$ cat src/rtl/gbf_if_sched_pkg.sv
// Shared class codes, class-index enum and scheduler state encodings for the
// global-buffer interface scheduler.
package gbf_if_sched_pkg;

    localparam int unsigned CFG_W  = 4;
    localparam int unsigned N_DCLS = 6;
    localparam int unsigned N_CLS  = 7;
    localparam int unsigned PERF_W = 16;

    // Data classes in round-robin order; CFG is handled outside the arbiter.
    typedef enum logic [2:0] {
        CLS_FLGWEI = 3'd0,
        CLS_WEI    = 3'd1,
        CLS_FLGACT = 3'd2,
        CLS_ACT    = 3'd3,
        CLS_FLGOFM = 3'd4,
        CLS_OFM    = 3'd5
    } cls_idx_e;

    typedef enum logic [1:0] {
        ST_IDLE,
        ST_REQ,
        ST_WAIT_LO,
        ST_WAIT_HI
    } sched_state_e;

    localparam logic [CFG_W-1:0] CODE_CFG    = 4'd0;
    localparam logic [CFG_W-1:0] CODE_FLGWEI = 4'd8;
    localparam logic [CFG_W-1:0] CODE_WEI    = 4'd6;
    localparam logic [CFG_W-1:0] CODE_FLGACT = 4'd4;
    localparam logic [CFG_W-1:0] CODE_ACT    = 4'd2;
    localparam logic [CFG_W-1:0] CODE_FLGOFM = 4'd10;
    localparam logic [CFG_W-1:0] CODE_OFM    = 4'd11;

    function automatic logic [CFG_W-1:0] cls_code(input cls_idx_e c);
        case (c)
            CLS_FLGWEI: return CODE_FLGWEI;
            CLS_WEI:    return CODE_WEI;
            CLS_FLGACT: return CODE_FLGACT;
            CLS_ACT:    return CODE_ACT;
            CLS_FLGOFM: return CODE_FLGOFM;
            CLS_OFM:    return CODE_OFM;
            default:    return CODE_CFG;
        endcase
    endfunction

    function automatic logic cls_inbound(input cls_idx_e c);
        return (c != CLS_FLGOFM) && (c != CLS_OFM);
    endfunction

    function automatic cls_idx_e cls_next(input cls_idx_e c);
        return (c == CLS_OFM) ? CLS_FLGWEI : cls_idx_e'(c + 3'd1);
    endfunction

endpackage

$ cat src/rtl/gbf_if_sched_if.sv
// Scheduler-side bundle: soft resets, buffer pointers, interface handshake
// and the transaction class outputs.
interface gbf_if_sched_if
    import gbf_if_sched_pkg::*;
#(
    parameter int unsigned FLG_AW = 10,
    parameter int unsigned DAT_AW = 12
) ();

    logic              Reset;
    logic              Reset_WEI;
    logic              Reset_ACT;
    logic              Reset_OFM;
    logic              CFG_Req;
    logic              OFM_Flush;
    logic              IF_Rdy;

    logic [FLG_AW-1:0] GBFFLGWEI_AddrWr;
    logic [FLG_AW-1:0] GBFFLGWEI_AddrRd;
    logic [DAT_AW-1:0] GBFWEI_AddrWr;
    logic [DAT_AW-1:0] GBFWEI_AddrRd;
    logic [FLG_AW-1:0] GBFFLGACT_AddrWr;
    logic [FLG_AW-1:0] GBFFLGACT_AddrRd;
    logic [DAT_AW-1:0] GBFACT_AddrWr;
    logic [DAT_AW-1:0] GBFACT_AddrRd;
    logic [FLG_AW-1:0] GBFFLGOFM_AddrWr;
    logic [FLG_AW-1:0] GBFFLGOFM_AddrRd;
    logic [DAT_AW-1:0] GBFOFM_AddrWr;
    logic [DAT_AW-1:0] GBFOFM_AddrRd;

    logic              IF_Req;
    logic [CFG_W-1:0]  IF_Cfg;
    logic              IF_RdWr;
    logic              Sched_Busy;

    modport slave (
        input  Reset, Reset_WEI, Reset_ACT, Reset_OFM, CFG_Req, OFM_Flush, IF_Rdy,
        input  GBFFLGWEI_AddrWr, GBFFLGWEI_AddrRd, GBFWEI_AddrWr, GBFWEI_AddrRd,
        input  GBFFLGACT_AddrWr, GBFFLGACT_AddrRd, GBFACT_AddrWr, GBFACT_AddrRd,
        input  GBFFLGOFM_AddrWr, GBFFLGOFM_AddrRd, GBFOFM_AddrWr, GBFOFM_AddrRd,
        output IF_Req, IF_Cfg, IF_RdWr, Sched_Busy
    );

    modport master (
        output Reset, Reset_WEI, Reset_ACT, Reset_OFM, CFG_Req, OFM_Flush, IF_Rdy,
        output GBFFLGWEI_AddrWr, GBFFLGWEI_AddrRd, GBFWEI_AddrWr, GBFWEI_AddrRd,
        output GBFFLGACT_AddrWr, GBFFLGACT_AddrRd, GBFACT_AddrWr, GBFACT_AddrRd,
        output GBFFLGOFM_AddrWr, GBFFLGOFM_AddrRd, GBFOFM_AddrWr, GBFOFM_AddrRd,
        input  IF_Req, IF_Cfg, IF_RdWr, Sched_Busy
    );

endinterface

$ cat src/rtl/gbf_if_sched_rr_arb6.sv
// Six-way round-robin arbiter: ptr names the highest-priority request,
// priority descends cyclically from there.
module rr_arb6
    import gbf_if_sched_pkg::*;
(
    input  logic [N_DCLS-1:0] req,
    input  cls_idx_e          ptr,
    output logic [N_DCLS-1:0] gnt
);

    logic       found;
    logic [2:0] idx;

    always_comb begin
        gnt   = '0;
        found = 1'b0;
        idx   = 3'd0;
        for (int unsigned i = 0; i < N_DCLS; i++) begin
            idx = 3'(({29'd0, ptr} + i) % N_DCLS);
            if (!found && req[idx]) begin
                gnt[idx] = 1'b1;
                found    = 1'b1;
            end
        end
    end

endmodule

$ cat src/rtl/gbf_if_sched.sv
// Global-buffer interface scheduler: picks the next transaction class from
// buffer occupancy. Define GBF_IF_SCHED_PERF_EN to add per-class grant counters.
module gbf_if_sched
    import gbf_if_sched_pkg::*;
#(
    parameter int unsigned FLG_AW = 10,
    parameter int unsigned DAT_AW = 12,
    parameter int unsigned BURST  = 16
) (
    input  logic                           clk,
    input  logic                           rst,
    gbf_if_sched_if.slave                  bus
`ifdef GBF_IF_SCHED_PERF_EN
    ,
    output logic [N_CLS-1:0][PERF_W-1:0]   Perf_Cnt
`endif
);

    localparam logic [31:0]       BURST_W  = 32'(BURST);
    localparam logic [FLG_AW-1:0] FLG_FULL = '1;
    localparam logic [DAT_AW-1:0] DAT_FULL = '1;

    logic [FLG_AW-1:0] occ_flgwei, occ_flgact, occ_flgofm;
    logic [DAT_AW-1:0] occ_wei, occ_act, occ_ofm;
    logic [N_DCLS-1:0] elig, elig_m, dgnt;
    cls_idx_e          gidx;

    sched_state_e      state_q, state_d;
    logic              if_req_q, if_req_d;
    logic [CFG_W-1:0]  cfg_q, cfg_d;
    logic              rdwr_q, rdwr_d;
    logic              busy_q, busy_d;
    logic              pend_q, pend_d;
    logic              pend_eff;
    cls_idx_e          ptr_q, ptr_d;

    // Modulo subtraction makes wrapped pointers need no special case.
    assign occ_flgwei = bus.GBFFLGWEI_AddrWr - bus.GBFFLGWEI_AddrRd;
    assign occ_wei    = bus.GBFWEI_AddrWr    - bus.GBFWEI_AddrRd;
    assign occ_flgact = bus.GBFFLGACT_AddrWr - bus.GBFFLGACT_AddrRd;
    assign occ_act    = bus.GBFACT_AddrWr    - bus.GBFACT_AddrRd;
    assign occ_flgofm = bus.GBFFLGOFM_AddrWr - bus.GBFFLGOFM_AddrRd;
    assign occ_ofm    = bus.GBFOFM_AddrWr    - bus.GBFOFM_AddrRd;

    always_comb begin
        elig             = '0;
        elig[CLS_FLGWEI] = 32'(FLG_FULL - occ_flgwei) >= BURST_W;
        elig[CLS_WEI]    = 32'(DAT_FULL - occ_wei)    >= BURST_W;
        elig[CLS_FLGACT] = 32'(FLG_FULL - occ_flgact) >= BURST_W;
        elig[CLS_ACT]    = 32'(DAT_FULL - occ_act)    >= BURST_W;
        elig[CLS_FLGOFM] = (32'(occ_flgofm) >= BURST_W) || (bus.OFM_Flush && (occ_flgofm != '0));
        elig[CLS_OFM]    = (32'(occ_ofm)    >= BURST_W) || (bus.OFM_Flush && (occ_ofm != '0));
    end

    assign elig_m = elig & ~{{2{bus.Reset_OFM}}, {2{bus.Reset_ACT}}, {2{bus.Reset_WEI}}};

    rr_arb6 u_arb (
        .req (elig_m),
        .ptr (ptr_q),
        .gnt (dgnt)
    );

    always_comb begin
        gidx = CLS_FLGWEI;
        for (int unsigned i = 0; i < N_DCLS; i++) begin
            if (dgnt[i]) gidx = cls_idx_e'(3'(i));
        end
    end

    assign pend_eff = pend_q | bus.CFG_Req;

    always_comb begin
        state_d = state_q;
        cfg_d   = cfg_q;
        rdwr_d  = rdwr_q;
        pend_d  = pend_eff;
        ptr_d   = ptr_q;
        case (state_q)
            ST_IDLE: begin
                if (bus.IF_Rdy && (pend_eff || (|elig_m))) begin
                    state_d = ST_REQ;
                    if (pend_eff) begin
                        cfg_d  = CODE_CFG;
                        rdwr_d = 1'b1;
                        pend_d = 1'b0;
                    end else begin
                        cfg_d  = cls_code(gidx);
                        rdwr_d = cls_inbound(gidx);
                        ptr_d  = cls_next(gidx);
                    end
                end
            end
            ST_REQ:     state_d = ST_WAIT_LO;
            ST_WAIT_LO: if (!bus.IF_Rdy) state_d = ST_WAIT_HI;
            ST_WAIT_HI: if (bus.IF_Rdy) state_d = ST_IDLE;
            default:    state_d = ST_IDLE;
        endcase
        if (bus.Reset) begin
            state_d = ST_IDLE;
            cfg_d   = CODE_CFG;
            rdwr_d  = 1'b1;
            pend_d  = 1'b0;
            ptr_d   = CLS_FLGWEI;
        end
        if_req_d = (state_d == ST_REQ);
        busy_d   = (state_d != ST_IDLE);
    end

    always_ff @(posedge clk or posedge rst) begin
        if (rst) begin
            state_q  <= ST_IDLE;
            if_req_q <= 1'b0;
            cfg_q    <= CODE_CFG;
            rdwr_q   <= 1'b1;
            busy_q   <= 1'b0;
            pend_q   <= 1'b0;
            ptr_q    <= CLS_FLGWEI;
        end else begin
            state_q  <= state_d;
            if_req_q <= if_req_d;
            cfg_q    <= cfg_d;
            rdwr_q   <= rdwr_d;
            busy_q   <= busy_d;
            pend_q   <= pend_d;
            ptr_q    <= ptr_d;
        end
    end

    assign bus.IF_Req     = if_req_q;
    assign bus.IF_Cfg     = cfg_q;
    assign bus.IF_RdWr    = rdwr_q;
    assign bus.Sched_Busy = busy_q;

`ifdef GBF_IF_SCHED_PERF_EN
    logic                           grant_w;
    logic [N_CLS-1:0]               hit;
    logic [N_CLS-1:0][PERF_W-1:0]   perf_q, perf_d;

    // A grant is exactly the IDLE->REQ edge; soft reset already forces IDLE.
    assign grant_w = (state_q == ST_IDLE) && (state_d == ST_REQ);
    assign hit     = {dgnt & {N_DCLS{grant_w && !pend_eff}}, grant_w && pend_eff};

    always_comb begin
        perf_d = perf_q;
        for (int unsigned k = 0; k < N_CLS; k++) begin
            if (hit[k] && (perf_q[k] != '1)) perf_d[k] = perf_q[k] + 16'd1;
        end
        if (bus.Reset) perf_d = '0;
    end

    always_ff @(posedge clk or posedge rst) begin
        if (rst) perf_q <= '0;
        else     perf_q <= perf_d;
    end

    assign Perf_Cnt = perf_q;
`endif

endmodule

$ cat src/flat_wrapper.sv
// flat-port wrapper written by rule: the top's interface ports become plain ports
module gbf_if_sched_flat import gbf_if_sched_pkg::*;
#(
    parameter int unsigned FLG_AW = 10,
    parameter int unsigned DAT_AW = 12,
    parameter int unsigned BURST  = 16
)
  (clk, rst, bus_Reset, bus_Reset_WEI, bus_Reset_ACT, bus_Reset_OFM, bus_CFG_Req, bus_OFM_Flush, bus_IF_Rdy, bus_GBFFLGWEI_AddrWr, bus_GBFFLGWEI_AddrRd, bus_GBFWEI_AddrWr, bus_GBFWEI_AddrRd, bus_GBFFLGACT_AddrWr, bus_GBFFLGACT_AddrRd, bus_GBFACT_AddrWr, bus_GBFACT_AddrRd, bus_GBFFLGOFM_AddrWr, bus_GBFFLGOFM_AddrRd, bus_GBFOFM_AddrWr, bus_GBFOFM_AddrRd, bus_IF_Req, bus_IF_Cfg, bus_IF_RdWr, bus_Sched_Busy);
  gbf_if_sched_if #(.FLG_AW(FLG_AW), .DAT_AW(DAT_AW)) bus_i ();
  input  logic clk;
  input  logic rst;
  input wire logic [$bits(bus_i.Reset)-1:0] bus_Reset;
  input wire logic [$bits(bus_i.Reset_WEI)-1:0] bus_Reset_WEI;
  input wire logic [$bits(bus_i.Reset_ACT)-1:0] bus_Reset_ACT;
  input wire logic [$bits(bus_i.Reset_OFM)-1:0] bus_Reset_OFM;
  input wire logic [$bits(bus_i.CFG_Req)-1:0] bus_CFG_Req;
  input wire logic [$bits(bus_i.OFM_Flush)-1:0] bus_OFM_Flush;
  input wire logic [$bits(bus_i.IF_Rdy)-1:0] bus_IF_Rdy;
  input wire logic [$bits(bus_i.GBFFLGWEI_AddrWr)-1:0] bus_GBFFLGWEI_AddrWr;
  input wire logic [$bits(bus_i.GBFFLGWEI_AddrRd)-1:0] bus_GBFFLGWEI_AddrRd;
  input wire logic [$bits(bus_i.GBFWEI_AddrWr)-1:0] bus_GBFWEI_AddrWr;
  input wire logic [$bits(bus_i.GBFWEI_AddrRd)-1:0] bus_GBFWEI_AddrRd;
  input wire logic [$bits(bus_i.GBFFLGACT_AddrWr)-1:0] bus_GBFFLGACT_AddrWr;
  input wire logic [$bits(bus_i.GBFFLGACT_AddrRd)-1:0] bus_GBFFLGACT_AddrRd;
  input wire logic [$bits(bus_i.GBFACT_AddrWr)-1:0] bus_GBFACT_AddrWr;
  input wire logic [$bits(bus_i.GBFACT_AddrRd)-1:0] bus_GBFACT_AddrRd;
  input wire logic [$bits(bus_i.GBFFLGOFM_AddrWr)-1:0] bus_GBFFLGOFM_AddrWr;
  input wire logic [$bits(bus_i.GBFFLGOFM_AddrRd)-1:0] bus_GBFFLGOFM_AddrRd;
  input wire logic [$bits(bus_i.GBFOFM_AddrWr)-1:0] bus_GBFOFM_AddrWr;
  input wire logic [$bits(bus_i.GBFOFM_AddrRd)-1:0] bus_GBFOFM_AddrRd;
  output wire logic [$bits(bus_i.IF_Req)-1:0] bus_IF_Req;
  output wire logic [$bits(bus_i.IF_Cfg)-1:0] bus_IF_Cfg;
  output wire logic [$bits(bus_i.IF_RdWr)-1:0] bus_IF_RdWr;
  output wire logic [$bits(bus_i.Sched_Busy)-1:0] bus_Sched_Busy;
  assign bus_i.Reset = bus_Reset;
  assign bus_i.Reset_WEI = bus_Reset_WEI;
  assign bus_i.Reset_ACT = bus_Reset_ACT;
  assign bus_i.Reset_OFM = bus_Reset_OFM;
  assign bus_i.CFG_Req = bus_CFG_Req;
  assign bus_i.OFM_Flush = bus_OFM_Flush;
  assign bus_i.IF_Rdy = bus_IF_Rdy;
  assign bus_i.GBFFLGWEI_AddrWr = bus_GBFFLGWEI_AddrWr;
  assign bus_i.GBFFLGWEI_AddrRd = bus_GBFFLGWEI_AddrRd;
  assign bus_i.GBFWEI_AddrWr = bus_GBFWEI_AddrWr;
  assign bus_i.GBFWEI_AddrRd = bus_GBFWEI_AddrRd;
  assign bus_i.GBFFLGACT_AddrWr = bus_GBFFLGACT_AddrWr;
  assign bus_i.GBFFLGACT_AddrRd = bus_GBFFLGACT_AddrRd;
  assign bus_i.GBFACT_AddrWr = bus_GBFACT_AddrWr;
  assign bus_i.GBFACT_AddrRd = bus_GBFACT_AddrRd;
  assign bus_i.GBFFLGOFM_AddrWr = bus_GBFFLGOFM_AddrWr;
  assign bus_i.GBFFLGOFM_AddrRd = bus_GBFFLGOFM_AddrRd;
  assign bus_i.GBFOFM_AddrWr = bus_GBFOFM_AddrWr;
  assign bus_i.GBFOFM_AddrRd = bus_GBFOFM_AddrRd;
  assign bus_IF_Req = bus_i.IF_Req;
  assign bus_IF_Cfg = bus_i.IF_Cfg;
  assign bus_IF_RdWr = bus_i.IF_RdWr;
  assign bus_Sched_Busy = bus_i.Sched_Busy;
  gbf_if_sched #(.FLG_AW(FLG_AW), .DAT_AW(DAT_AW), .BURST(BURST)) u_core (.clk(clk), .rst(rst), .bus(bus_i));
endmodule
$ cat config.mk
export PLATFORM = sky130hd
export DESIGN_NAME = gbf_if_sched_flat
export DESIGN_NICKNAME = d
export VERILOG_FILES = /design/src/rtl/gbf_if_sched_pkg.sv /design/src/rtl/gbf_if_sched_if.sv /design/src/rtl/gbf_if_sched_rr_arb6.sv /design/src/rtl/gbf_if_sched.sv /design/src/flat_wrapper.sv
export SDC_FILE = /design/constraint.sdc
export NUM_CORES = 1
export LEC_CHECK = 0
export BUFFER_PORTS_ARGS = -buffer_cell sky130_fd_sc_hd__clkbuf_2
export CAP_MARGIN = 5
export CORE_MARGIN = 10
export CORE_UTILIZATION = 54
export CTS_CLUSTER_SIZE = 14
export DETAILED_ROUTE_END_ITERATION = 12
export GPL_TIMING_DRIVEN = 0
export PLACE_DENSITY = 0.92
export SYNTH_ARGS = -nofsm -noshare
export SYNTH_HDL_FRONTEND = slang
export SYNTH_SLANG_ARGS = --single-unit
$ cat constraint.sdc
create_clock -name clk -period 5.3 [get_ports clk]
set_clock_uncertainty 0.2 [all_clocks]
set_input_delay 0.265 -clock clk [delete_from_list [all_inputs] [get_ports clk]]
set_output_delay 0.265 -clock clk [all_outputs]
set_load 0.01 [all_outputs]
---- Yosys cells after proc, flatten, opt, wreduce, memory -nomap -nowiden ----
Index checks and enable logic that the tools add are counted.
operators by class
  add/sub/neg operators ................... 16
  div/mod/pow operators ................... 6
  order comparisons ....................... 18
  eq/ne operators ......................... 12
  mux-type cells .......................... 62
  bitwise operators ....................... 8
  reduce and logical (&&, ||, !) cells .... 33
operators with widths
  cell                                                                     count
  32-bit by 3-bit modulo with 32-bit output (second input constant)        5
  32-bit by 5-bit >= comparator with 1-bit output (second input constant)  4
  6-bit two-way mux                                                        6
  12-bit subtractor                                                        3
  3-bit by 3-bit modulo with 32-bit output (second input constant)         1
  6-bit OR                                                                 5
  10-bit subtractor                                                        3
  12-bit by 12-bit subtractor with 13-bit output (first input constant)    2
  1-bit two-way mux                                                        25
  3-bit by 4-bit < comparator with 1-bit output (second input constant)    6
  4-bit one-hot mux with 6 select lines                                    1
  10-bit by 10-bit subtractor with 11-bit output (first input constant)    2
  3-bit two-way mux                                                        7
  1-bit binary-select mux with 3-bit select                                6
  1-bit demux with 3-bit select                                            6
  3-bit by 1-bit >= comparator with 1-bit output (second input constant)   6
  4-bit two-way mux                                                        4
  1-bit logical AND                                                        15
  12-bit by 5-bit >= comparator with 1-bit output (second input constant)  1
  2-bit two-way mux                                                        6
  12-bit nonzero test                                                      1
  10-bit by 5-bit >= comparator with 1-bit output (second input constant)  1
  10-bit nonzero test                                                      1
  3-bit by 2-bit adder with 4-bit output (second input constant)           2
  other kinds (22)                                                         36
word-level totals
  flip-flop bits (word level) ............. 13
  bits of input ports ..................... 141
  output and inout bits ................... 7

---- Logic depth before layout (Yosys ltp) ----
Gate-level depths: netlist of the first run.
  depth after elaboration ................. 34
  gate-level depth with buffers ........... 21
  depth with buffers taken out ............ 19

---- Modules after synthesis ----
A second synthesis of the first run with hierarchy kept.
second synthesis, totals
  cell total of the unflattened synthesis .. 622
  area, all modules ....................... 4753.3 sq um
by module, submodules not included
  module        instances  cells an instance  area each (sq um)  seq. area each (sq um)
  gbf_if_sched  1          482                3641.0             326.6
  rr_arb6       1          140                1112.3             0.0

---- Worst setup path before layout of the first run ----
OpenSTA, ideal clock, no wires.
  path type ............................... input-to-reg
  start point ............................. input port bus_GBFOFM_AddrWr[0]
  end point ............................... register u_core.cfg_q[3], in the netlist u_core.bus.IF_Cfg[3]
  setup time .............................. 0.066 ns
  arrival time ............................ 4.199 ns
  data required time ...................... 5.034 ns
  setup slack ............................. 0.835 ns
  stages .................................. 19
  path buffers ............................ 2
  cell sequence ........................... inv_1 > ha_1 > inv_1 > fa_1 > xor2_1 > o31a_1 > or4_1 > a211oi_1 > nand4_1 > or3_1 > buf_2 > o211a_1 > a211oi_2 > buf_6 > mux2_2 > a21oi_2 > o211ai_2 > o31ai_2 > a22o_1
between the ends
  word-level cells in the longest chain between the ends .. 34
  elaborated cells on any way between the ends .. 65
  classes of those cells .................. 1 x add/sub; 1 x order compare; 5 x eq/ne; 33 x mux; 6 x bitwise; 19 x reduce/logical
ends and longest elaborated chain
  element                                                                                  line                        source
  start, declared                                                                          flat_wrapper.sv:29          input wire logic [$bits(bus_i.GBFOFM_AddrWr)-1:0] bus_GBFOFM_AddrWr;
  12-bit subtractor (*)                                                                    gbf_if_sched.sv:43          assign occ_ofm = bus.GBFOFM_AddrWr - bus.GBFOFM_AddrRd;
  branches (longest 2 deep; another with 12-bit by 5-bit >= comparator with 1-bit output)  n/a
  1-bit logical OR (*)                                                                     gbf_if_sched.sv:52          elig[CLS_OFM] = (32'(occ_ofm) >= BURST_W) || (bus.OFM_Flush && (occ_ofm != '0));
  6-bit bitwise AND (*)                                                                    gbf_if_sched.sv:55          assign elig_m = elig & ~{{2{bus.Reset_OFM}}, {2{bus.Reset_ACT}}, {2{bus.Reset_WEI}}};
  1-bit binary-select mux with 3-bit select                                                gbf_if_sched_rr_arb6.sv:20  if (!found && req[idx]) begin
  1-bit two-way mux (not written as such)                                                  gbf_if_sched_rr_arb6.sv:20
  1-bit two-way mux                                                                        gbf_if_sched_rr_arb6.sv:20
  1-bit logical NOT                                                                        gbf_if_sched_rr_arb6.sv:20
  [15 not listed]                                                                          n/a
  2-bit two-way mux (2 in a row)                                                           gbf_if_sched.sv:66          if (dgnt[i]) gidx = cls_idx_e'(3'(i));
  3-bit two-way mux (2 in a row)                                                           gbf_if_sched.sv:66
  3-bit == test (tied with other cells)                                                    gbf_if_sched_pkg.sv:36      case (c)
  4-bit one-hot mux with 6 select lines                                                    gbf_if_sched_pkg.sv:36
  4-bit two-way mux                                                                        gbf_if_sched.sv:82          if (pend_eff) begin
  4-bit two-way mux                                                                        gbf_if_sched.sv:80          if (bus.IF_Rdy && (pend_eff || (|elig_m))) begin
  4-bit two-way mux                                                                        gbf_if_sched.sv:78          case (state_q)
  4-bit two-way mux                                                                        gbf_if_sched.sv:98          if (bus.Reset) begin
  end signal, assigned                                                                     gbf_if_sched.sv:121         cfg_q <= cfg_d;
  end, declared                                                                            gbf_if_sched.sv:30          logic [CFG_W-1:0] cfg_q, cfg_d;
Every way passes the cells marked *. The select of a mux whose other input is x is not followed.
A chain may end at the register's enable or synchronous reset.

---- Worst setup path in the final report of the first run ----
  start point ............................. register u_core.ptr_q[0]
  end point ............................... register u_core.ptr_q[2]
between the ends
  word-level cells in the longest chain between the ends .. 30
  elaborated cells on any way between the ends .. 91
  classes of those cells .................. 6 x add/sub; 6 x div; 12 x order compare; 1 x eq/ne; 45 x mux; 5 x bitwise; 16 x reduce/logical
ends and longest elaborated chain
  element                                                                             line                        source
  start, declared                                                                     gbf_if_sched.sv:35          cls_idx_e ptr_q, ptr_d;
  start signal, assigned                                                              gbf_if_sched.sv:125         ptr_q <= ptr_d;
  branches (longest 18 deep; another with 32-bit by 3-bit modulo with 32-bit output)  n/a
  6-bit two-way mux (*)                                                               gbf_if_sched_rr_arb6.sv:20
  1-bit two-way mux                                                                   gbf_if_sched.sv:66
  2-bit two-way mux (2 in a row)                                                      gbf_if_sched.sv:66
  3-bit two-way mux                                                                   gbf_if_sched.sv:66
  3-bit two-way mux (*)                                                               gbf_if_sched.sv:66
  3-bit by 1-bit adder with 3-bit output or 3-bit == test (tied branches)             gbf_if_sched_pkg.sv:52      return (c == CLS_OFM) ? CLS_FLGWEI : cls_idx_e'(c + 3'd1);
  3-bit two-way mux (*)                                                               gbf_if_sched_pkg.sv:52
  3-bit two-way mux (*)                                                               gbf_if_sched.sv:82
  3-bit two-way mux (*)                                                               gbf_if_sched.sv:80
  3-bit two-way mux (*)                                                               gbf_if_sched.sv:78
  3-bit two-way mux (*)                                                               gbf_if_sched.sv:98
Marked as above.

==> run_results.csv, run 1 <==
group,metric,value,unit
min_path,hold_depth,3,
setup_path,timing.critical_path.to_type,"flop",
synth,syn-cell-area,4821,µm²
synth,syn-mean-instance-area,7.195,µm²
global_route,track_usage,20.09,%
sta,setup_viol,0,
synth,post_synth_num_cell_types,83,
setup_path,arrival_time_of_the_worst_setup_path,4.99,ns
synth,ys_seq_area_share,6.774,%
synth,ys.warnings.count,0,
sta,final_min_period_over_clock_period,94.76,%
setup_path,reg2reg_depth,19,
synth,synth_enable_flop_cells,0,
sta,rsz0062_at_grt,"no",
cts,clock_net_sink_count,13,
cells_and_area,layout-drive-gt1-share,22.05,%
cts,cts.reportedPaths.clkPinSlew,0.05,ns
global_route,via_count_of_the_first_global_routing_pass,5296,
power,p_leak,2.971,nW
detailed_routing,initialDrtViolationCount,276,
power,fin_total_pwr,949.4,µW
floorplanning,core_region_area,8721,µm²
setup_path,critPathKind,"flop to flop",
detailed_routing,wire_per_inst,14.99,µm
place,port_buffers,146,
floorplanning,rows,34,
synth,synth.largest_area_cell,"sky130_fd_sc_hd__ha_1",
synth,synth.top_cells.by_area,"sky130_fd_sc_hd__ha_1 (19%), sky130_fd_sc_hd__inv_1 (7.0%), sky130_fd_sc_hd__dfrtp_1 (6.2%)",
floorplanning,count_of_pins_on_the_block_boundary,148,
global_route,wire_length_of_the_first_global_routing_pass,23140,µm
power,ir_drop_worst_case_vdd,96.30,µV
synth,mappedNetlistNets,892,
place,gp_congestion,0.9376,
power,cellInternalPower,483.3,µW
setup_path,r2r_setup_slack,0.28,ns
power,power.clock.fraction,9.0,%
sta,fmaxAchievable,199.1,MHz
setup_path,cp-start-kind,"flop",
job,drv_cap,0,
min_path,worstHoldEndpoint,"u_core.state_q[1]",
floorplanning,floorplan.initialDensity,55.28,%
min_path,min-delay-start,"bus_IF_Rdy",
synth,asyncSetResetFlopFracSynth,100.0,%
cells_and_area,syn_to_final_growth,19.23,%
power,switching_share,49.09,%
power,power.sequential.fraction,12.6,%
cells_and_area,seqCellArea,326.6,µm²
detailed_routing,ant_nets,0,
sta,final_hold_viol_count,0,
cells_and_area,diodes,0,
cts,ctsHtreeMaxLevel,1,
cts,insertion_delay,0.24,ns
sta,fin_tns_setup,0,ns
floorplanning,dieWidth,114.5,µm
global_route,globalRouteOverflowTotal,0,
cells_and_area,fin_nets,1044,
detailed_routing,vias_after_detailed_routing,5456,
global_route,antenna_found_initial,0,
global_route,grt_start_max_net_pins,14,
synth,yosys.area.top_type_share,19.47,%
cts,cts_buffers,3,
sta,finalWorstPathRequiredPeriod,5.023,ns
sta,slew_viol_final,0,
setup_path,cp.required,5.27,ns
power,power_frac_comb,78.4,%
detailed_routing,first_pass_iters,5,
synth,synthCells,670,
cts,clock_tree_from_tritoncts,"yes",
detailed_routing,viasPerCell,5.873,
cells_and_area,final.fill_count,750,
synth,synth_seq_cells,13,
detailed_routing,drc,0,
cts,cts.path.max_buffers,2,
setup_path,r2r-start,"u_core.ptr_q[0]",
sta,slew_headroom,58.53,%
outcome,outcome,"finished clean",
cts,root_buffer,"sky130_fd_sc_hd__clkbuf_8",
power,power.density_cell_area,165.2,nW/µm²
floorplanning,die_area,13110,µm²
detailed_routing,drt_wl_total,13930,µm
floorplanning,die_h,114.5,µm
synth,postSynth.topFlopCell,"sky130_fd_sc_hd__dfrtp_1",
setup_path,reg2reg_to,"u_core.ptr_q[2]",
setup_path,path_max_fanout,12,
place,dp.final_hpwl,11940,µm
cells_and_area,multi_input_comb_area,4068,µm²
min_path,hp-class,"input pin to flop",
sta,tightestPinTransition,0.6202,ns
power,p_switching,466.1,µW
## Yosys cell counts, types with 9 or more instances
master                      count
sky130_fd_sc_hd__inv_1         90
sky130_fd_sc_hd__ha_1          75
sky130_fd_sc_hd__nor2_1        50
sky130_fd_sc_hd__nand2_1       44
sky130_fd_sc_hd__a21oi_1       40
sky130_fd_sc_hd__o21ai_0       32
sky130_fd_sc_hd__nor3_1        21
sky130_fd_sc_hd__xnor2_1       20
sky130_fd_sc_hd__a21o_1        18
sky130_fd_sc_hd__nand2b_1      18
sky130_fd_sc_hd__a211oi_1      13
sky130_fd_sc_hd__clkbuf_1      13
sky130_fd_sc_hd__dfrtp_1       12
sky130_fd_sc_hd__nand3_1       12
sky130_fd_sc_hd__a31oi_1       10
sky130_fd_sc_hd__nand3b_1       9
sky130_fd_sc_hd__nor2b_1        9
sky130_fd_sc_hd__o2111ai_1      9
sky130_fd_sc_hd__xor2_1         9
## placed cells by master, fill, tap and decap left out, types with 5 or more instances in the layout
| cell | n |
|---|---|
| sky130_fd_sc_hd__buf_2 | 5 |
| sky130_fd_sc_hd__ha_1 | 75 |
| sky130_fd_sc_hd__nand2b_1 | 18 |
| sky130_fd_sc_hd__or3_1 | 6 |
| sky130_fd_sc_hd__o2111ai_1 | 9 |
| sky130_fd_sc_hd__and2_1 | 6 |
| sky130_fd_sc_hd__o31ai_1 | 7 |
| sky130_fd_sc_hd__xor2_1 | 9 |
| sky130_fd_sc_hd__a21o_1 | 18 |
| sky130_fd_sc_hd__nand4_1 | 7 |
| sky130_fd_sc_hd__nand3b_1 | 9 |
| sky130_fd_sc_hd__a21oi_1 | 39 |
| sky130_fd_sc_hd__a211oi_1 | 13 |
| sky130_fd_sc_hd__nor2b_1 | 9 |
| sky130_fd_sc_hd__fa_1 | 6 |
| sky130_fd_sc_hd__nor2_1 | 50 |
| sky130_fd_sc_hd__o211a_1 | 5 |
| sky130_fd_sc_hd__a31oi_1 | 10 |
| sky130_fd_sc_hd__nand3_1 | 12 |
| sky130_fd_sc_hd__clkbuf_1 | 12 |
| sky130_fd_sc_hd__o21ai_0 | 32 |
| sky130_fd_sc_hd__o21a_1 | 7 |
| sky130_fd_sc_hd__nor3b_1 | 5 |
| sky130_fd_sc_hd__and3_1 | 7 |
| sky130_fd_sc_hd__inv_1 | 90 |
| sky130_fd_sc_hd__nand2_1 | 44 |
| sky130_fd_sc_hd__o21ai_1 | 5 |
| sky130_fd_sc_hd__clkbuf_2 | 148 |
| sky130_fd_sc_hd__dfrtp_1 | 12 |
| sky130_fd_sc_hd__a22o_1 | 6 |
| sky130_fd_sc_hd__xnor2_1 | 20 |
| sky130_fd_sc_hd__o22ai_1 | 5 |
| sky130_fd_sc_hd__nor3_1 | 21 |
## power by group through the flow
stage | Clock [mW] | Combinational, mW | Sequential (mW)
after floorplan | 0 | 0.544 | 0.119
after global placement | 0 | 0.711 | 0.119
after detailed placement | 0 | 0.729 | 0.120
after CTS | 0.0866 | 0.734 | 0.119
after global routing | 0.0922 | 0.825 | 0.120
final | 0.0856 | 0.744 | 0.119
## how the worst max path moves through the flow
stage / from / to / cells past startpoint
2_1_floorplan: bus_GBFOFM_AddrWr[0] / u_core.bus.IF_Cfg[3] / 19
3_3_place_gp: bus_GBFFLGOFM_AddrWr[0] / u_core.ptr_q[2] / 19
3_5_place_dp: bus_GBFFLGOFM_AddrWr[0] / u_core.ptr_q[2] / 19
6_report: u_core.ptr_q[0] / u_core.ptr_q[2] / 19
5_1_grt: u_core.ptr_q[0] / u_core.ptr_q[2] / 19
4_1_cts: u_core.ptr_q[1] / u_core.ptr_q[2] / 20
## timing repair
item                                   4_1_cts  5_1_grt
setup endpoints to repair                    0        6
hold buffers                                 1        0
endpoints found under the hold margin       12        0
gates resized for setup                      0        3
setup buffers                                0        0
## critical path, stage by stage, from the launching register on
cell                       delay [ns]
sky130_fd_sc_hd__dfrtp_1         0.63
sky130_fd_sc_hd__inv_1           0.33
sky130_fd_sc_hd__ha_1            0.32
sky130_fd_sc_hd__xor2_1          0.23
sky130_fd_sc_hd__inv_1           0.09
sky130_fd_sc_hd__ha_1            0.27
sky130_fd_sc_hd__nor3b_1         0.36
sky130_fd_sc_hd__xor2_1          0.12
sky130_fd_sc_hd__a21oi_1         0.34
sky130_fd_sc_hd__nor2_1          0.08
sky130_fd_sc_hd__o211ai_1        0.12
sky130_fd_sc_hd__nor4bb_1        0.37
sky130_fd_sc_hd__buf_2           0.27
sky130_fd_sc_hd__or4b_4          0.49
sky130_fd_sc_hd__nor2_1          0.10
sky130_fd_sc_hd__a21boi_1        0.09
sky130_fd_sc_hd__nand2b_1        0.08
sky130_fd_sc_hd__and2_1          0.11
sky130_fd_sc_hd__ha_1            0.22
sky130_fd_sc_hd__o21ai_1         0.13
## per-layer routing
layer | vias to the layer above | share of wire, % | track usage, %
met5 | - | 0 | 0
met4 | 0 | 1.6 | 3.509
li1 | 2750 | - | -
met1 | 2450 | 41 | 23.38
met2 | 230 | 49 | 36.32
met3 | 26 | 8.6 | 5.031
## stage by stage
step	cell area, µm²	setup WS [ns]	cells	hold WS (ns)	utilization [%]
2_1_floorplan	4821	0.8348	670	-0.05876	-
3_3_place_gp	5687	0.1231	924	0.07459	65.21
3_5_place_dp	5687	0.06615	924	0.07912	65.21
4_1_cts	5742	0.1740	929	0.1782	65.84
5_1_grt	5748	0.03864	929	0.1848	65.91
6_report	5748	0.2775	929	0.1829	65.91
## state kept, by name (all words and copies together) (netlist names)
name,count
u_core.ptr_q,3
u_core.pend_q,1
u_core.state_q,2
u_core.bus.IF_Cfg,4
u_core.bus.IF_Req,1
u_core.bus.Sched_Busy,1
u_core.bus.IF_RdWr,1
## final cells by class
class,instances,share of cell area [%]
timing repair buffer,148,12.97
multi-input combinational,546,70.77
clock buffer,4,0.7836
tap,108,2.351
inverter,91,5.943
buffer,19,1.502
sequential,13,5.681
## kinds of logic after synthesis
group	synth area share, %
flip-flops	6.774
XOR/XNOR	5.269
AO/OA/AOI/OAI	31.38
multiplexers	1.298
AND/OR/NAND/NOR	24.40
buffers and inverters	8.928
adder cells (fa/ha/maj)	21.96
Power figures use the tool's default switching activity.
==> run 2: changes to the inputs <==
--- a/config.mk
+++ b/config.mk
@@ -6,13 +6,12 @@
 export NUM_CORES = 1
 export LEC_CHECK = 0
 export BUFFER_PORTS_ARGS = -buffer_cell sky130_fd_sc_hd__clkbuf_2
-export CAP_MARGIN = 5
 export CORE_MARGIN = 10
-export CORE_UTILIZATION = 54
+export CORE_UTILIZATION = 27
 export CTS_CLUSTER_SIZE = 14
 export DETAILED_ROUTE_END_ITERATION = 12
 export GPL_TIMING_DRIVEN = 0
-export PLACE_DENSITY = 0.92
+export PLACE_DENSITY = 0.56
 export SYNTH_ARGS = -nofsm -noshare
 export SYNTH_HDL_FRONTEND = slang
 export SYNTH_SLANG_ARGS = --single-unit
==> run_results.csv, run 2 (synthesized netlist as in run 1, its figures left out) <==
group,metric,value,unit
outcome,outcome,"finished clean",
sta,fmaxAchievable,202.1,MHz
global_route,grt_start_max_net_pins,14,
setup_path,timing.critical_path.to_type,"flop",
setup_path,reg2reg_depth,20,
sta,timing.hold.ws,0.1851,ns
sta,setup_viol,0,
global_route,globalRouteOverflowTotal,0,
detailed_routing,viasPerCell,5.064,
floorplanning,dieWidth,153.6,µm
setup_path,path_max_fanout,9,
cells_and_area,layout.cells.most_common,"sky130_fd_sc_hd__clkbuf_2",
cells_and_area,number_of_flip_flops_under_the_largest_register_name,4,
global_route,antenna_found_initial,0,
detailed_routing,drc,0,
sta,setup_slack,0.3526,ns
sta,finalWorstPathRequiredPeriod,4.947,ns
cells_and_area,final.fill_count,1918,
place,preCtsSetupSlack,0.1665,ns
cts,insertion_delay,0.24,ns
power,power.density_cell_area,170.3,nW/µm²
cts,post_cts.repair.setup_buffers,0,
cts,cts.path.max_buffers,2,
detailed_routing,vias_after_detailed_routing,5292,
setup_path,r2r_setup_slack,0.35,ns
power,p_leak,2.980,nW
detailed_routing,top_signal_layer_used,"met4",
cells_and_area,fin_nets,1043,
sta,tightestPinTransition,0.8400,ns
detailed_routing,wire_per_inst,14.22,µm
setup_path,cp-start-kind,"flop",
global_route,via_count_of_the_first_global_routing_pass,5217,
global_route,track_usage,11.80,%
cells_and_area,diodes,0,
cells_and_area,final_cell_mix,"sky130_fd_sc_hd__clkbuf_2 (147), sky130_fd_sc_hd__inv_1 (90), sky130_fd_sc_hd__ha_1 (75), sky130_fd_sc_hd__nor2_1 (50), sky130_fd_sc_hd__nand2_1 (44)",
cts,cts_buffers,3,
cells_and_area,syn_to_final_growth,23.20,%
sta,final_min_period_over_clock_period,93.35,%
cts,clock_net_sink_count,13,
detailed_routing,met1_length,6686,µm
sta,final_hold_viol_count,0,
setup_path,reg2reg_to,"u_core.ptr_q[2]",
sta,slew_headroom,43.53,%
floorplanning,floorplan.initialDensity,27.68,%
place,gp_congestion,0.9090,
job,drv_cap,0,
min_path,hold_depth,3,
detailed_routing,ant_nets,0,
floorplanning,core_region_area,17420,µm²
power,ir_drop_worst_case_vdd,101.1,µV
sta,rsz0062_at_grt,"no",
min_path,worstHoldEndpoint,"u_core.state_q[1]",
power,fin_total_pwr,1.012,mW
setup_path,arrival_time_of_the_worst_setup_path,4.91,ns
cts,ctsHtreeMaxLevel,1,
sta,slew_viol_final,0,
floorplanning,die_area,23600,µm²
global_route,wire_length_of_the_first_global_routing_pass,24690,µm
cts,clock_tree_from_tritoncts,"yes",
cells_and_area,layout-drive-gt1-share,22.44,%
floorplanning,die_h,153.6,µm
cts,cts.reportedPaths.clkPinSlew,0.04,ns
min_path,min-delay-start,"bus_IF_Rdy",
place,dp.final_hpwl,12850,µm
detailed_routing,detailroute.wirelength.met3,1018,µm
floorplanning,rows,48,
floorplanning,count_of_pins_on_the_block_boundary,148,
cts,root_buffer,"sky130_fd_sc_hd__clkbuf_16",
detailed_routing,initialDrtViolationCount,245,
setup_path,cp.required,5.26,ns
setup_path,critPathKind,"flop to flop",
setup_path,r2r-start,"u_core.ptr_q[1]",
cells_and_area,utilization,34.10,%
detailed_routing,first_pass_iters,6,
detailed_routing,drt_wl_total,14860,µm
detailed_routing,route.met2.wl,7131,µm
place,port_buffers,146,
min_path,hp-class,"input pin to flop",
## run 2: cell count changes in the layout (fill, tap and decap cells not counted)
| cell | change |
|---|---|
| sky130_fd_sc_hd__clkbuf_2 | -1 |
| sky130_fd_sc_hd__nor3b_2 | +1 |
| sky130_fd_sc_hd__a21oi_1 | -1 |
| sky130_fd_sc_hd__a21oi_2 | +1 |
| sky130_fd_sc_hd__dfrtp_2 | +1 |
| sky130_fd_sc_hd__clkbuf_8 | -3 |
| sky130_fd_sc_hd__clkbuf_16 | +3 |
| sky130_fd_sc_hd__nor4_1 | -1 |
| sky130_fd_sc_hd__nor4_2 | +1 |
| sky130_fd_sc_hd__dfrtp_1 | -1 |
| sky130_fd_sc_hd__nor3b_1 | -1 |
## run 2: what timing repair did
action                                 4_1_cts  5_1_grt
resized for setup                            0        6
setup endpoints to repair                    0        6
hold buffers                                 1        0
endpoints found under the hold margin       12        0
## run 2: critical path, cell delays in order (launching register included)
cell                       delay, ns
sky130_fd_sc_hd__dfrtp_1        0.49
sky130_fd_sc_hd__clkbuf_2       0.24
sky130_fd_sc_hd__inv_1          0.13
sky130_fd_sc_hd__ha_1           0.35
sky130_fd_sc_hd__a21oi_2        0.25
sky130_fd_sc_hd__inv_1          0.11
sky130_fd_sc_hd__ha_1           0.20
sky130_fd_sc_hd__nor3b_2        0.17
sky130_fd_sc_hd__a21boi_0       0.19
sky130_fd_sc_hd__mux2i_1        0.18
sky130_fd_sc_hd__and2_1         0.20
sky130_fd_sc_hd__a221o_1        0.35
sky130_fd_sc_hd__nor4bb_1       0.32
sky130_fd_sc_hd__buf_2          0.26
sky130_fd_sc_hd__or4b_4         0.49
sky130_fd_sc_hd__nor2_1         0.10
sky130_fd_sc_hd__a21boi_1       0.09
sky130_fd_sc_hd__nand2b_1       0.09
sky130_fd_sc_hd__and2_1         0.12
sky130_fd_sc_hd__ha_1           0.22
sky130_fd_sc_hd__o21ai_1        0.13
## run 2: where the power goes
| part | internal, mW | switching (mW) |
|---|---|---|
| clock network | 0.101 | 0.0389 |
| logic | 0.322 | 0.430 |
| registers | 0.109 | 0.00993 |
## run 2: per-layer routing
layer  global-route usage, %  vias up
met5                       0        -
met4                   1.035        0
met3                   2.706        2
met2                   20.30      148
met1                   15.15     2397
li1                        -     2745
## run 2: through the flow
step / instance area, µm² / instances / setup TNS [ns]
after floorplan: 4821 / 670 / 0
after global placement: 5833 / 1041 / -0.09324
after detailed placement: 5839 / 1041 / 0
after CTS: 5928 / 1046 / 0
after global routing: 5939 / 1045 / 0
final: 5939 / 1045 / 0
## run 2: cell type report
type	count	area (µm²)	share of cell area, %
plain buffers	19	86.33	1.454
clock buffers	4	78.83	1.327
inverters	91	341.6	5.751
multi-input cells	546	4083	68.74
flip-flops and latches	13	327.8	5.519
well taps	225	281.5	4.740
repair buffers	147	740.7	12.47
## run 2: worst max path at each step
stage	start	endpoint	slack, ns	depth (start not counted)
finish	u_core.ptr_q[1]	u_core.ptr_q[2]	0.35	20
global route	u_core.ptr_q[1]	u_core.ptr_q[2]	0.07	20
CTS	u_core.ptr_q[1]	u_core.ptr_q[2]	0.16	20
detailed placement	u_core.ptr_q[1]	u_core.ptr_q[2]	0.17	19
global placement	bus_GBFFLGOFM_AddrWr[0]	u_core.ptr_q[2]	-0.09	19
floorplan	bus_GBFOFM_AddrWr[0]	u_core.bus.IF_Cfg[3]	0.83	19
==> run 3: changes to the inputs <==
--- a/config.mk
+++ b/config.mk
@@ -12,6 +12,7 @@
 export DETAILED_ROUTE_END_ITERATION = 12
 export GPL_TIMING_DRIVEN = 0
 export PLACE_DENSITY = 0.56
+export RECOVER_POWER = 25
 export SYNTH_ARGS = -nofsm -noshare
 export SYNTH_HDL_FRONTEND = slang
 export SYNTH_SLANG_ARGS = --single-unit
==> run_results.csv, run 3 (synthesized netlist as in run 1, its figures left out) <==
group,metric,value,unit
sta,slew_viol_final,0,
cells_and_area,final_cell_mix,"sky130_fd_sc_hd__clkbuf_2 (141), sky130_fd_sc_hd__inv_1 (90), sky130_fd_sc_hd__ha_1 (75), sky130_fd_sc_hd__nor2_1 (50), sky130_fd_sc_hd__nand2_1 (44)",
sta,setup_viol,0,
setup_path,critical_path_depth,20,
setup_path,worst_setup_path_start,"u_core.ptr_q[1]",
power,fin_total_pwr,1.010,mW
cells_and_area,fin_nets,1043,
setup_path,timing.critical_path.to_type,"flop",
global_route,met1_usage,15.15,%
setup_path,most_used_cell_cp,"sky130_fd_sc_hd__ha_1",
setup_path,path_cells,"clkbuf_2 -> inv_1 -> ha_1 -> a21oi_2 -> inv_1 -> ha_1 -> nor3b_2 -> a21boi_0 -> mux2i_1 -> and2_1 -> a221o_1 -> nor4bb_1 -> buf_2 -> or4b_4 -> nor2_1 -> a21boi_1 -> nand2b_1 -> and2_1 -> ha_1 -> o21ai_1",
power,switching_share,47.41,%
detailed_routing,initialDrtViolationCount,252,
sta,slew_headroom,43.37,%
outcome,outcome,"finished clean",
global_route,grt.busiest_layer,"met2",
place,dpl_cell_area,5839,µm²
setup_path,path_max_fanout,9,
setup_path,r2r_setup_slack,0.36,ns
cts,clock_tree_from_tritoncts,"yes",
floorplanning,die_h,153.6,µm
cts,insertion_delay,0.24,ns
cts,cts.path.max_buffers,2,
detailed_routing,wire_per_inst,14.22,µm
cells_and_area,utilization,34.06,%
sta,fmaxAchievable,202.6,MHz
sta,setup_slack,0.3630,ns
global_route,grt_start_max_net_pins,14,
floorplanning,count_of_pins_on_the_block_boundary,148,
setup_path,r2r-start,"u_core.ptr_q[1]",
floorplanning,floorplan.initialDensity,27.68,%
power,power_frac_comb,74.3,%
min_path,hold_depth,3,
setup_path,reg2reg_to,"u_core.ptr_q[2]",
sta,finalWorstPathRequiredPeriod,4.937,ns
global_route,gr-usage-met3,2.706,%
global_route,track_usage,11.80,%
min_path,hp-class,"input pin to flop",
detailed_routing,ant_nets,0,
cells_and_area,syn_to_final_growth,23.05,%
power,p_switching,479.1,µW
cts,cts.reportedPaths.clkPinSlew,0.04,ns
power,power.clock.fraction,13.9,%
sta,final_hold_viol_count,0,
power,p_leak,2.960,nW
cts,clock_net_sink_count,13,
cells_and_area,layout.cells.most_common,"sky130_fd_sc_hd__clkbuf_2",
power,ir_drop_worst_case_vdd,101.2,µV
global_route,globalRouteOverflowTotal,0,
floorplanning,core_region_area,17420,µm²
cts,cts_buffers,3,
setup_path,reg2reg_depth,20,
power,power.density_cell_area,170.3,nW/µm²
global_route,antenna_found_initial,0,
job,drv_cap,0,
detailed_routing,vias_after_detailed_routing,5299,
global_route,use_met2,20.30,%
setup_path,cp_top_delay_family,"simple AND/OR/NAND/NOR gates",
sta,rsz0062_at_grt,"no",
setup_path,critical-path-max-stage-delay,0.49,ns
sta,timing.hold.ws,0.1851,ns
place,port_buffers,146,
detailed_routing,drt_wl_total,14860,µm
power,cellInternalPower,531.3,µW
floorplanning,dieWidth,153.6,µm
global_route,via_count_of_the_first_global_routing_pass,5217,
place,dp.final_hpwl,12850,µm
detailed_routing,first_pass_iters,5,
setup_path,timing.critical_path.slowest_stage_cell,"sky130_fd_sc_hd__dfrtp_1",
min_path,worstHoldEndpoint,"u_core.state_q[1]",
cts,root_buffer,"sky130_fd_sc_hd__clkbuf_16",
cells_and_area,stdcell_area,5932,µm²
setup_path,cp-start-kind,"flop",
global_route,wire_length_of_the_first_global_routing_pass,24690,µm
detailed_routing,viasPerCell,5.071,
cells_and_area,layout-drive-gt1-share,21.71,%
sta,final_min_period_over_clock_period,93.15,%
cts,ctsHtreeMaxLevel,1,
floorplanning,die_area,23600,µm²
min_path,min-delay-start,"bus_IF_Rdy",
setup_path,timing.critical_path.buf_inv,4,
place,gp_congestion,0.9090,
cells_and_area,number_of_flip_flops_under_the_largest_register_name,4,
setup_path,critPathKind,"flop to flop",
floorplanning,rows,48,
cells_and_area,diodes,0,
detailed_routing,drc,0,
power,power.sequential.fraction,11.8,%
setup_path,arrival_time_of_the_worst_setup_path,4.90,ns
setup_path,cp.required,5.26,ns
cells_and_area,final.fill_count,1918,
place,preCtsSetupSlack,0.1665,ns
sta,tightestPinTransition,0.8425,ns
==> run 3: cell counts in the layout (fill, tap and decap cells not counted) <==
No cell type changed its count.
==> run 3: through the flow <==
stage	instances	TNS [ns]
floorplan	670	0
global placement	1041	-0.09324
detailed placement	1041	0
CTS	1046	0
global route	1045	0
finish	1045	0
==> run 3: timing repair <==
item                       CTS  global route
hold endpoints to repair    12             0
gates resized for setup      0             6
hold buffers                 1             0
buffers inserted             0             0
setup endpoints to repair    0             6
==> run 3: final cells by class <==
cell class / count / area, µm² / area share [%]
Sequential cell: 13 / 327.8 / 5.526
Multi-Input combinational cell: 546 / 4083 / 68.83
Clock buffer: 4 / 78.83 / 1.329
Timing Repair Buffer: 147 / 733.2 / 12.36
Inverter: 91 / 341.6 / 5.758
Tap cell: 225 / 281.5 / 4.746
Buffer: 19 / 86.33 / 1.455
==> run 3: power by group through the flow <==
stage                     sequential [mW]  clock [mW]  combinational, mW
after global routing                0.120       0.149              0.846
after floorplan                     0.119           0              0.544
after detailed placement            0.120           0              0.741
after CTS                           0.119       0.145              0.746
final                               0.119       0.140              0.751
after global placement              0.120           0              0.739
==> run 3: layer usage <==
layer / routed length [µm] / up-vias
met1: 6702 / 2398
li1: - / 2745
met4: 21 / 0
met2: 7156 / 154
met5: 0 / -
met3: 982 / 2
==> run 3: how the worst max path moves through the flow <==
stage	slack (ns)	end
final	0.36	u_core.ptr_q[2]
after global routing	0.07	u_core.ptr_q[2]
after CTS	0.16	u_core.ptr_q[2]
after detailed placement	0.17	u_core.ptr_q[2]
after global placement	-0.09	u_core.ptr_q[2]
after floorplan	0.83	u_core.bus.IF_Cfg[3]
==> run 3: worst min-delay path: stages <==
cell,delay (ns)
sky130_fd_sc_hd__clkbuf_2,0.11
sky130_fd_sc_hd__and3_1,0.14
sky130_fd_sc_hd__nor3_1,0.06
